--- src/rtl/cpu_run_ctrl_if.sv ---
// rtl/cpu_run_ctrl_if.sv - run/debug control bundle between requester, sequencer and CPU
//
// Purpose: groups the run-control requests, breakpoint/done/budget settings,
// CPU observation signals and the sequencer outputs into one bundle.
// Ports (signals):
//   start, step, halt_req, restart   run-control requests (levels)
//   bp_en, bp_addr                   PC breakpoint
//   done_en, done_val                x31 completion check
//   max_cycles                       cycle budget, 0 = unlimited
//   pc, x31                          observed from the CPU
//   cpu_rst, cpu_en                  CPU reset and clock-enable
//   state, halted, halt_cause        sequencer status
//   cycle_count                      cycles executed since last RESET_HOLD
// Modports: master drives requests and CPU observations, slave is the sequencer.
interface cpu_run_ctrl_if #(
   parameter int XLEN  = 32,
   parameter int CNT_W = 32
);
   logic             start;
   logic             step;
   logic             halt_req;
   logic             restart;
   logic             bp_en;
   logic [XLEN-1:0]  bp_addr;
   logic             done_en;
   logic [XLEN-1:0]  done_val;
   logic [CNT_W-1:0] max_cycles;
   logic [XLEN-1:0]  pc;
   logic [XLEN-1:0]  x31;
   logic             cpu_rst;
   logic             cpu_en;
   logic [2:0]       state;
   logic             halted;
   logic [2:0]       halt_cause;
   logic [CNT_W-1:0] cycle_count;

   modport master (
      output start, step, halt_req, restart, bp_en, bp_addr,
             done_en, done_val, max_cycles, pc, x31,
      input  cpu_rst, cpu_en, state, halted, halt_cause, cycle_count
   );

   modport slave (
      input  start, step, halt_req, restart, bp_en, bp_addr,
             done_en, done_val, max_cycles, pc, x31,
      output cpu_rst, cpu_en, state, halted, halt_cause, cycle_count
   );
endinterface

--- src/rtl/cpu_run_ctrl.sv ---
// rtl/cpu_run_ctrl.sv - run/debug sequencer owning CPU reset, clock-enable and cycle count
//
// Purpose: holds the CPU in reset for RST_CYCLES cycles, then starts,
// single-steps, resumes and halts it on external request, PC breakpoint,
// x31 done value or cycle-budget timeout.
// Ports:
//   clk    in   system clock, rising edge
//   reset  in   asynchronous active-high reset of this block
//   bus    slave modport of cpu_run_ctrl_if (requests, CPU observation, status)
module cpu_run_ctrl #(
   parameter int XLEN       = 32,
   parameter int RST_CYCLES = 3,
   parameter int CNT_W      = 32
) (
   input  logic           clk,
   input  logic           reset,
   cpu_run_ctrl_if.slave  bus
);

   localparam int HOLD_W = (RST_CYCLES > 1) ? $clog2(RST_CYCLES) : 1;

   typedef enum logic [2:0] {
      S_RESET_HOLD = 3'd0,
      S_IDLE       = 3'd1,
      S_RUN        = 3'd2,
      S_STEP       = 3'd3,
      S_HALTED     = 3'd4
   } state_t;

   localparam logic [2:0] C_NONE    = 3'd0;
   localparam logic [2:0] C_HALTREQ = 3'd1;
   localparam logic [2:0] C_BP      = 3'd2;
   localparam logic [2:0] C_DONE    = 3'd3;
   localparam logic [2:0] C_TIMEOUT = 3'd4;
   localparam logic [2:0] C_STEP    = 3'd5;

   state_t             state_q, state_d;
   logic [HOLD_W-1:0]  hold_cnt_q, hold_cnt_d;
   logic               resume_q, resume_d;
   logic [2:0]         halt_cause_q, halt_cause_d;
   logic [CNT_W-1:0]   cycle_count_q, cycle_count_d;

   logic               cpu_rst;
   logic               cpu_en;
   logic               clear_count;
   logic               timeout;
   logic               bp_hit;
   logic               done_hit;
   logic [2:0]         run_cause;
   logic [XLEN-1:0]    pc;

   assign pc = bus.pc;

   // Halt sources evaluated on the current cycle's inputs; priority order
   // decides the reported cause when several fire together.
   always_comb begin
      timeout  = (bus.max_cycles != '0) && (cycle_count_q >= bus.max_cycles);
      bp_hit   = bus.bp_en && (pc == bus.bp_addr) && !resume_q;
      done_hit = bus.done_en && (bus.x31 == bus.done_val);
      run_cause = C_NONE;
      if (bus.halt_req)  run_cause = C_HALTREQ;
      else if (bp_hit)   run_cause = C_BP;
      else if (done_hit) run_cause = C_DONE;
      else if (timeout)  run_cause = C_TIMEOUT;
   end

   always_comb begin
      state_d      = state_q;
      hold_cnt_d   = hold_cnt_q;
      resume_d     = resume_q;
      halt_cause_d = halt_cause_q;
      cpu_rst      = 1'b0;
      cpu_en       = 1'b0;
      clear_count  = 1'b0;

      case (state_q)
         S_RESET_HOLD: begin
            cpu_rst = 1'b1;
            if (hold_cnt_q == HOLD_W'(RST_CYCLES - 1)) begin
               state_d    = S_IDLE;
               hold_cnt_d = '0;
            end else begin
               hold_cnt_d = hold_cnt_q + HOLD_W'(1);
            end
         end
         S_IDLE: begin
            if (bus.start) begin
               state_d      = S_RUN;
               resume_d     = 1'b0;
               halt_cause_d = C_NONE;
            end else if (bus.step) begin
               state_d      = S_STEP;
               halt_cause_d = C_NONE;
            end
         end
         S_RUN: begin
            // The halting instruction is held back, so a breakpoint stops
            // before the instruction at bp_addr executes.
            resume_d = 1'b0;
            if (run_cause != C_NONE) begin
               state_d      = S_HALTED;
               halt_cause_d = run_cause;
            end else begin
               cpu_en = 1'b1;
            end
         end
         S_STEP: begin
            state_d = S_HALTED;
            if (timeout) begin
               halt_cause_d = C_TIMEOUT;
            end else begin
               cpu_en       = 1'b1;
               halt_cause_d = C_STEP;
            end
         end
         S_HALTED: begin
            if (bus.restart) begin
               state_d      = S_RESET_HOLD;
               hold_cnt_d   = '0;
               resume_d     = 1'b0;
               halt_cause_d = C_NONE;
               clear_count  = 1'b1;
            end else if (bus.start) begin
               // Skip the breakpoint at the current pc once so resume makes progress.
               state_d      = S_RUN;
               resume_d     = 1'b1;
               halt_cause_d = C_NONE;
            end else if (bus.step) begin
               state_d      = S_STEP;
               halt_cause_d = C_NONE;
            end
         end
         default: begin
            state_d    = S_RESET_HOLD;
            hold_cnt_d = '0;
         end
      endcase

      if (cpu_rst) cpu_en = 1'b0;

      cycle_count_d = cycle_count_q;
      if (clear_count) begin
         cycle_count_d = '0;
      end else if (cpu_en && (cycle_count_q != '1)) begin
         cycle_count_d = cycle_count_q + CNT_W'(1);
      end
   end

   always_ff @(posedge clk or posedge reset) begin
      if (reset) begin
         state_q       <= S_RESET_HOLD;
         hold_cnt_q    <= '0;
         resume_q      <= 1'b0;
         halt_cause_q  <= C_NONE;
         cycle_count_q <= '0;
      end else begin
         state_q       <= state_d;
         hold_cnt_q    <= hold_cnt_d;
         resume_q      <= resume_d;
         halt_cause_q  <= halt_cause_d;
         cycle_count_q <= cycle_count_d;
      end
   end

   assign bus.cpu_rst     = cpu_rst;
   assign bus.cpu_en      = cpu_en;
   assign bus.state       = state_q;
   assign bus.halted      = (state_q == S_HALTED);
   assign bus.halt_cause  = halt_cause_q;
   assign bus.cycle_count = cycle_count_q;

endmodule
--- src/flat_wrapper.sv ---
// flat-port wrapper written by rule: the top's interface ports become plain ports
module cpu_run_ctrl_flat 
#(
   parameter int XLEN       = 32,
   parameter int RST_CYCLES = 3,
   parameter int CNT_W      = 32
)
  (clk, reset, bus_start, bus_step, bus_halt_req, bus_restart, bus_bp_en, bus_bp_addr, bus_done_en, bus_done_val, bus_max_cycles, bus_pc, bus_x31, bus_cpu_rst, bus_cpu_en, bus_state, bus_halted, bus_halt_cause, bus_cycle_count);
  cpu_run_ctrl_if #(.XLEN(XLEN), .CNT_W(CNT_W)) bus_i ();
  input  logic clk;
  input  logic reset;
  input wire logic [$bits(bus_i.start)-1:0] bus_start;
  input wire logic [$bits(bus_i.step)-1:0] bus_step;
  input wire logic [$bits(bus_i.halt_req)-1:0] bus_halt_req;
  input wire logic [$bits(bus_i.restart)-1:0] bus_restart;
  input wire logic [$bits(bus_i.bp_en)-1:0] bus_bp_en;
  input wire logic [$bits(bus_i.bp_addr)-1:0] bus_bp_addr;
  input wire logic [$bits(bus_i.done_en)-1:0] bus_done_en;
  input wire logic [$bits(bus_i.done_val)-1:0] bus_done_val;
  input wire logic [$bits(bus_i.max_cycles)-1:0] bus_max_cycles;
  input wire logic [$bits(bus_i.pc)-1:0] bus_pc;
  input wire logic [$bits(bus_i.x31)-1:0] bus_x31;
  output wire logic [$bits(bus_i.cpu_rst)-1:0] bus_cpu_rst;
  output wire logic [$bits(bus_i.cpu_en)-1:0] bus_cpu_en;
  output wire logic [$bits(bus_i.state)-1:0] bus_state;
  output wire logic [$bits(bus_i.halted)-1:0] bus_halted;
  output wire logic [$bits(bus_i.halt_cause)-1:0] bus_halt_cause;
  output wire logic [$bits(bus_i.cycle_count)-1:0] bus_cycle_count;
  assign bus_i.start = bus_start;
  assign bus_i.step = bus_step;
  assign bus_i.halt_req = bus_halt_req;
  assign bus_i.restart = bus_restart;
  assign bus_i.bp_en = bus_bp_en;
  assign bus_i.bp_addr = bus_bp_addr;
  assign bus_i.done_en = bus_done_en;
  assign bus_i.done_val = bus_done_val;
  assign bus_i.max_cycles = bus_max_cycles;
  assign bus_i.pc = bus_pc;
  assign bus_i.x31 = bus_x31;
  assign bus_cpu_rst = bus_i.cpu_rst;
  assign bus_cpu_en = bus_i.cpu_en;
  assign bus_state = bus_i.state;
  assign bus_halted = bus_i.halted;
  assign bus_halt_cause = bus_i.halt_cause;
  assign bus_cycle_count = bus_i.cycle_count;
  cpu_run_ctrl #(.XLEN(XLEN), .RST_CYCLES(RST_CYCLES), .CNT_W(CNT_W)) u_core (.clk(clk), .reset(reset), .bus(bus_i));
endmodule
--- config.mk ---
export PLATFORM = sky130hd
export DESIGN_NAME = cpu_run_ctrl_flat
export DESIGN_NICKNAME = d
export VERILOG_FILES = /design/src/rtl/cpu_run_ctrl_if.sv /design/src/rtl/cpu_run_ctrl.sv /design/src/flat_wrapper.sv
export SDC_FILE = /design/constraint.sdc
export NUM_CORES = 1
export LEC_CHECK = 0
export BUFFER_PORTS_ARGS = -buffer_cell sky130_fd_sc_hd__buf_4
export CAP_MARGIN = 20
export CORE_AREA = 3 3 84 106
export DETAILED_ROUTE_END_ITERATION = 6
export DIE_AREA = 0 0 87 109
export PLACE_DENSITY = 0.9
export RECOVER_POWER = 100
export SETUP_SLACK_MARGIN = 0.15
export SLEW_MARGIN = 20
export SYNTH_ARGS = -nofsm -noshare
export SYNTH_HDL_FRONTEND = slang
export SYNTH_SLANG_ARGS = --single-unit
--- constraint.sdc ---
create_clock -name clk -period 7.6 [get_ports clk]
set_input_delay 0.76 -clock clk [delete_from_list [all_inputs] [get_ports clk]]
set_output_delay 0.76 -clock clk [all_outputs]
set_load 0.02 [all_outputs]
Word-level counts from Yosys, hierarchy flattened

Cells that the tools add are included.

Output and inout bits: 41
Register bits after elaboration: 41
Bits of input ports: 168

Equal/unequal tests: 13
$add $sub $neg: 2
Magnitude comparators: 1
Mux-type cells: 32
Reduce and logical (&&, ||, !) cells: 17
Bitwise operators: 1

Operators with widths:

| operator              | count |
|---|---|
| $eq 32x32->1          | 2 |
| $mux 32               | 2 |
| $mux 3                | 13 |
| $add 32x1->32 const B | 1 |
| $ge 32x32->1          | 1 |
| $ne 32x32->1 const B  | 1 |
| $reduce_bool 32->1    | 1 |
| $pmux 3 s5            | 1 |
| $pmux 3 s4            | 1 |
| $mux 1                | 10 |
| $eq 3x2->1 const B    | 2 |
| $pmux 2 s3            | 1 |
| $reduce_and 2->1      | 3 |
| $reduce_bool 3->1     | 2 |
| $logic_and 1x1->1     | 5 |
| $mux 2                | 2 |
| $ne 2x1->1 const B    | 2 |
| $ne 2x2->1 const B    | 2 |
| $reduce_bool 4->1     | 1 |
| $eq 3x1->1 const B    | 1 |
| $eq 3x3->1 const B    | 1 |
| $logic_not 3->1       | 1 |
| $ne 3x3->1 const B    | 1 |
| $pmux 1 s3            | 1 |
| 8 further kinds       | 8 |

Depth between registers and ports, before layout

Depth after elaboration: 13
Mapped depth: 12

Worst setup path before layout

No wires, ideal clock.

Path type: input port to flip-flop
Start point: in bus_max_cycles[0]
End point: reg u_core.cycle_count_q[15], in the netlist u_core.bus.cycle_count[15]
Data required time: 7.522 ns
Slack: 4.319 ns
Data arrival time: 3.203 ns
Cell stages on the path: 9
Path buffers: 0
Library setup time: 0.078 ns
Cells stage by stage: ha_1 -> nand2b_4 -> a2111o_1 -> a311oi_1 -> a31oi_1 -> or2_4 -> or4_4 -> or3_2 -> a21oi_1

Longest elaborated chain between the ends: 12
Elaborated cells on any way between the ends: 14
Those cells by class: order compare: 1; mux: 8; reduce/logical: 5

RTL lines:

| what                                               | RTL line            | source |
|---|---|---|
| from (decl)                                        | flat_wrapper.sv:20  | `input wire logic [$bits(bus_i.max_cycles)-1:0] bus_max_cycles;` |
| $ge 32x32->1 or $reduce_bool 32->1 (tied branches) | cpu_run_ctrl.sv:57  | `timeout = (bus.max_cycles != '0) && (cycle_count_q >= bus.max_cycles);` |
| $logic_and 1x1->1 *                                | cpu_run_ctrl.sv:57  |  |
| $mux 3                                             | cpu_run_ctrl.sv:64  | `else if (timeout) run_cause = C_TIMEOUT;` |
| $mux 3                                             | cpu_run_ctrl.sv:63  | `else if (done_hit) run_cause = C_DONE;` |
| $mux 3                                             | cpu_run_ctrl.sv:62  | `else if (bp_hit) run_cause = C_BP;` |
| $mux 3                                             | cpu_run_ctrl.sv:61  | `if (bus.halt_req) run_cause = C_HALTREQ;` |
| $reduce_bool 3->1                                  | cpu_run_ctrl.sv:100 | `if (run_cause != C_NONE) begin` |
| $mux 1                                             | cpu_run_ctrl.sv:100 |  |
| $pmux 1 s2 *                                       | cpu_run_ctrl.sv:76  | `case (state_q)` |
| $mux 1 *                                           | cpu_run_ctrl.sv:139 | `if (cpu_rst) cpu_en = 1'b0;` |
| $logic_and 1x1->1 *                                | cpu_run_ctrl.sv:144 | `end else if (cpu_en && (cycle_count_q != '1)) begin` |
| $reduce_bool 2->1 (no line) *                      | n/a                 |  |
| to (signal assigned)                               | cpu_run_ctrl.sv:161 | `cycle_count_q <= cycle_count_d;` |
| to (decl)                                          | cpu_run_ctrl.sv:41  | `logic [CNT_W-1:0] cycle_count_q, cycle_count_d;` |

Mark *: on every way between the ends. The rest lies on a longest branch, timed or not.
A chain may end at the register's enable or synchronous reset.

Final worst setup path

Start point: in bus_x31[4]
End point: reg u_core.cycle_count_q[11], in the netlist u_core.bus.cycle_count[11]

Longest elaborated chain between the ends: 11

RTL lines:

| what                        | RTL line            | source |
|---|---|---|
| from (decl)                 | flat_wrapper.sv:22  | `input wire logic [$bits(bus_i.x31)-1:0] bus_x31;` |
| $eq 32x32->1                | cpu_run_ctrl.sv:59  | `done_hit = bus.done_en && (bus.x31 == bus.done_val);` |
| $logic_and 1x1->1           | cpu_run_ctrl.sv:59  |  |
| $mux 3                      | cpu_run_ctrl.sv:63  |  |
| $mux 3                      | cpu_run_ctrl.sv:62  |  |
| $mux 3                      | cpu_run_ctrl.sv:61  |  |
| $reduce_bool 3->1           | cpu_run_ctrl.sv:100 |  |
| $mux 1                      | cpu_run_ctrl.sv:100 |  |
| $pmux 1 s2                  | cpu_run_ctrl.sv:76  |  |
| $mux 1                      | cpu_run_ctrl.sv:139 |  |
| $logic_and 1x1->1           | cpu_run_ctrl.sv:144 |  |
| $reduce_bool 2->1 (no line) | n/a                 |  |

No other way between the ends.

==> out/metrics.cfg <==
[floorplan]
die_area_um2 = 9480
rows = 36
die_x_um = 87
initial_core_util_pct = 49.8
die_y_um = 109
pin_count = 209
coreArea_um2 = 7880

[clock_network]
htree_levels = 2
clk_pin_slew_ps = 80
clock_path_buffers = 2
post_cts_buffers = 0
ctsHoldBuffers = 0
cts_resized = 0
clock_sinks = 41
cts_buffers = 5
clockRootBuffer = clkbuf_8
clk_latency_ps = 300
cts_tree = built

[synthesis]
synth_cell_types = 45
ys_warn_count = 0
synth-seq-area-share_pct = 26.1
syn_inst = 493
synth_compound_area_share_pct = 16.6
async_flop_share_pct = 100
synth.net_count = 694
synthesis.area_um2 = 3930
synthXorXnorAreaFrac_pct = 14.3
synthAdderAreaFrac_pct = 10.5
synthSimpleGateAreaFrac_pct = 25.8
ys_ff_latch = 41
synthMuxAreaShare_pct = 1.27
synth_top_family_by_area = simple AND/OR/NAND/NOR gates
avgSynthCellArea_um2 = 7.97
synth_flop_cell = dfrtp_1
synth-edff-count = 0

[sta]
timing.final.crit_period_ps = 4020
slew_headroom_pct = -50.6
drv_slew = 42
timing_hold_violations_final = 0
rsz0062_at_grt = no
fmax_mhz = 249
setup_viol = 0
skew_ps = 5.77
fin_crit_sh_pct = 52.9
final.setup.tns_ps = 0
tightest_slew_ps = 2260

[global_routing]
grt_pass1_vias = 4683
antenna_found_initial = 0
grt-ovfl-total = 0
grt_pass1_wl_um = 21900
met2_usage_pct = 53.5
grt_usage_pct = 29.4
top_usage_layer = met2
gr-usage-met3_pct = 5.82
use_met1_pct = 33.9
grt_max_degree = 42

[worst_setup_path]
crit_buf_inv = 3
path_max_fanout = 36
crit_required_ps = 7810
worstPathArrival_ps = 4230
worst_path_dominant_cell_family = buffers and inverters
max_stage_delay_ps = 980
path_class = in2reg
crit_chain = buf_4, xor2_1, nor4_1, nand4_1, nor4_1, nor3_1, clkbuf_1, o211ai_1, clkbuf_1, o21ai_0, a21oi_1
cp-start-kind = input port
cp_slowest_cell = clkbuf_1
end_kind = register

[detailed_routing]
dr.pass1.iters = 5
wl_per_cell_um = 18.0
ant_nets = 0
wl_um = 14300
drc = 0
vias = 4693
avgViaCountPerCell = 5.91
drtIter0Drc = 429

[placement]
port_buffers = 208
routabilityCongestion = 0.926
place_area_um2 = 5580
hpwl_um = 11700

[power_and_ir_drop]
max-vdd-ir-drop_mv = 0.146
power_density_nw_per_um2 = 149
p_leak_nw = 2.62

[layout]
fin_area_um2 = 5480
layout-drive-gt1-share_pct = 25.6
final_common_cell = buf_4
n_fill_cell = 698
area_delta_synth_final_pct = 39.6
fin_nets = 899
antennaDiodeCount = 0
final_cell_mix = 165 x buf_4, 56 x xor2_1, 45 x clkbuf_1

[flow_run]
cap_viol_max_count = 1

[min_path]
hp-class = reg2reg

[outcome]
status = finished, violations left
violations = max-capacitance violations, max-slew violations

## synthesized netlist by cell type, drive strengths merged (3+ instances only)
master	n	area share, %
o31ai	13	2.5
a211oi	3	0.57
and3	4	0.64
nor3	10	1.3
and2	3	0.48
clkbuf	11	1.1
mux2i	5	1.3
nand2	41	3.9
a21oi	43	5.5
dfrtp	41	26
nand3	18	2.3
inv	44	4.2
nor2	22	2.1
nor3b	3	0.57
nor4	24	3.8
or2	5	0.86
or4	12	2.4
xor2	56	12
nand4	16	2.5
xnor2	8	1.8
ha	33	11
o211ai	6	1.1
or3	14	2.3
o21ai	28	3.6
nand2b	4	0.83
and4	6	1.3
## layer usage
| layer | vias to the layer above | routed length (um) |
|---|---|---|
| met1 | 2166 | 5160 |
| met2 | 272 | 7400 |
| met4 | 0 | 363 |
| met3 | 42 | 1360 |
| li1 | 2213 | - |
| met5 | - | 0 |
## per-stage QoR
stage               total power [mW]  hold WS [ps]  cells  utilization, %  worst slack, ps
CTS                            0.842           516    794            71.8             4090
floorplan                      0.521           504    493               -             4320
finish                         0.816           510    794            69.6             3580
global placement               0.688           469    786            70.8             4050
global route                   0.871           575    794            69.6             3350
detailed placement             0.702           498    786            70.8             3980
## kinds of logic (layout without fill, tap and decap cells)
kind of cell / count (synthesis) / in the layout
multiplexers: 5 / 5
flip-flops: 41 / 41
XOR/XNOR: 64 / 64
AO/OA/AOI/OAI: 109 / 109
AND/OR/NAND/NOR: 184 / 184
adder cells (fa/ha/maj): 33 / 33
buffers and inverters: 57 / 263
## tightest hold or removal path: stages (launching register included)
cell,delay [ps]
dfrtp_1,360
nand2_1,50
o21ai_0,70
## area by class of cell
| cell class | instances | area [um2] | share of cell area, % |
|---|---|---|---|
| Clock inverter | 2 | 10.0 | 0.183 |
| Sequential cell | 41 | 1030 | 18.7 |
| Inverter | 44 | 165 | 3.01 |
| Tap cell | 95 | 119 | 2.17 |
| Clock buffer | 6 | 72.6 | 1.32 |
| Timing Repair Buffer | 211 | 1420 | 25.9 |
| Multi-Input combinational cell | 395 | 2670 | 48.7 |
## power breakdown
group	leakage (nW)	switching (mW)	internal, mW
combinational	2.02	0.219	0.156
clock	0.0450	0.0779	0.0637
sequential	0.560	0.0545	0.245
total	2.62	0.352	0.465
## sequential cells by signal, indices dropped and copies added (netlist names)
name,count
u_core.bus.cycle_count,32
u_core.bus.halt_cause,3
u_core.bus.state,3
u_core.hold_cnt_q,2
u_core.resume_q,1
## final timing paths
kind                            slack [ps]                 startpoint                         end  cells after the start
worst min register to register         510   u_core.bus.halt_cause[1]    u_core.bus.halt_cause[1]                      2
min in group asynchronous             1290                      reset    u_core.bus.halt_cause[2]                      3
max in group asynchronous             5020                      reset  u_core.bus.cycle_count[18]                      3
worst max register to register        3730  u_core.bus.cycle_count[0]  u_core.bus.cycle_count[13]                     11
worst max-delay path                  3580                 bus_x31[4]  u_core.bus.cycle_count[11]                     11
worst min-delay path                   510   u_core.bus.halt_cause[1]    u_core.bus.halt_cause[1]                      2
No activity file was read; power rests on OpenSTA's default activity.
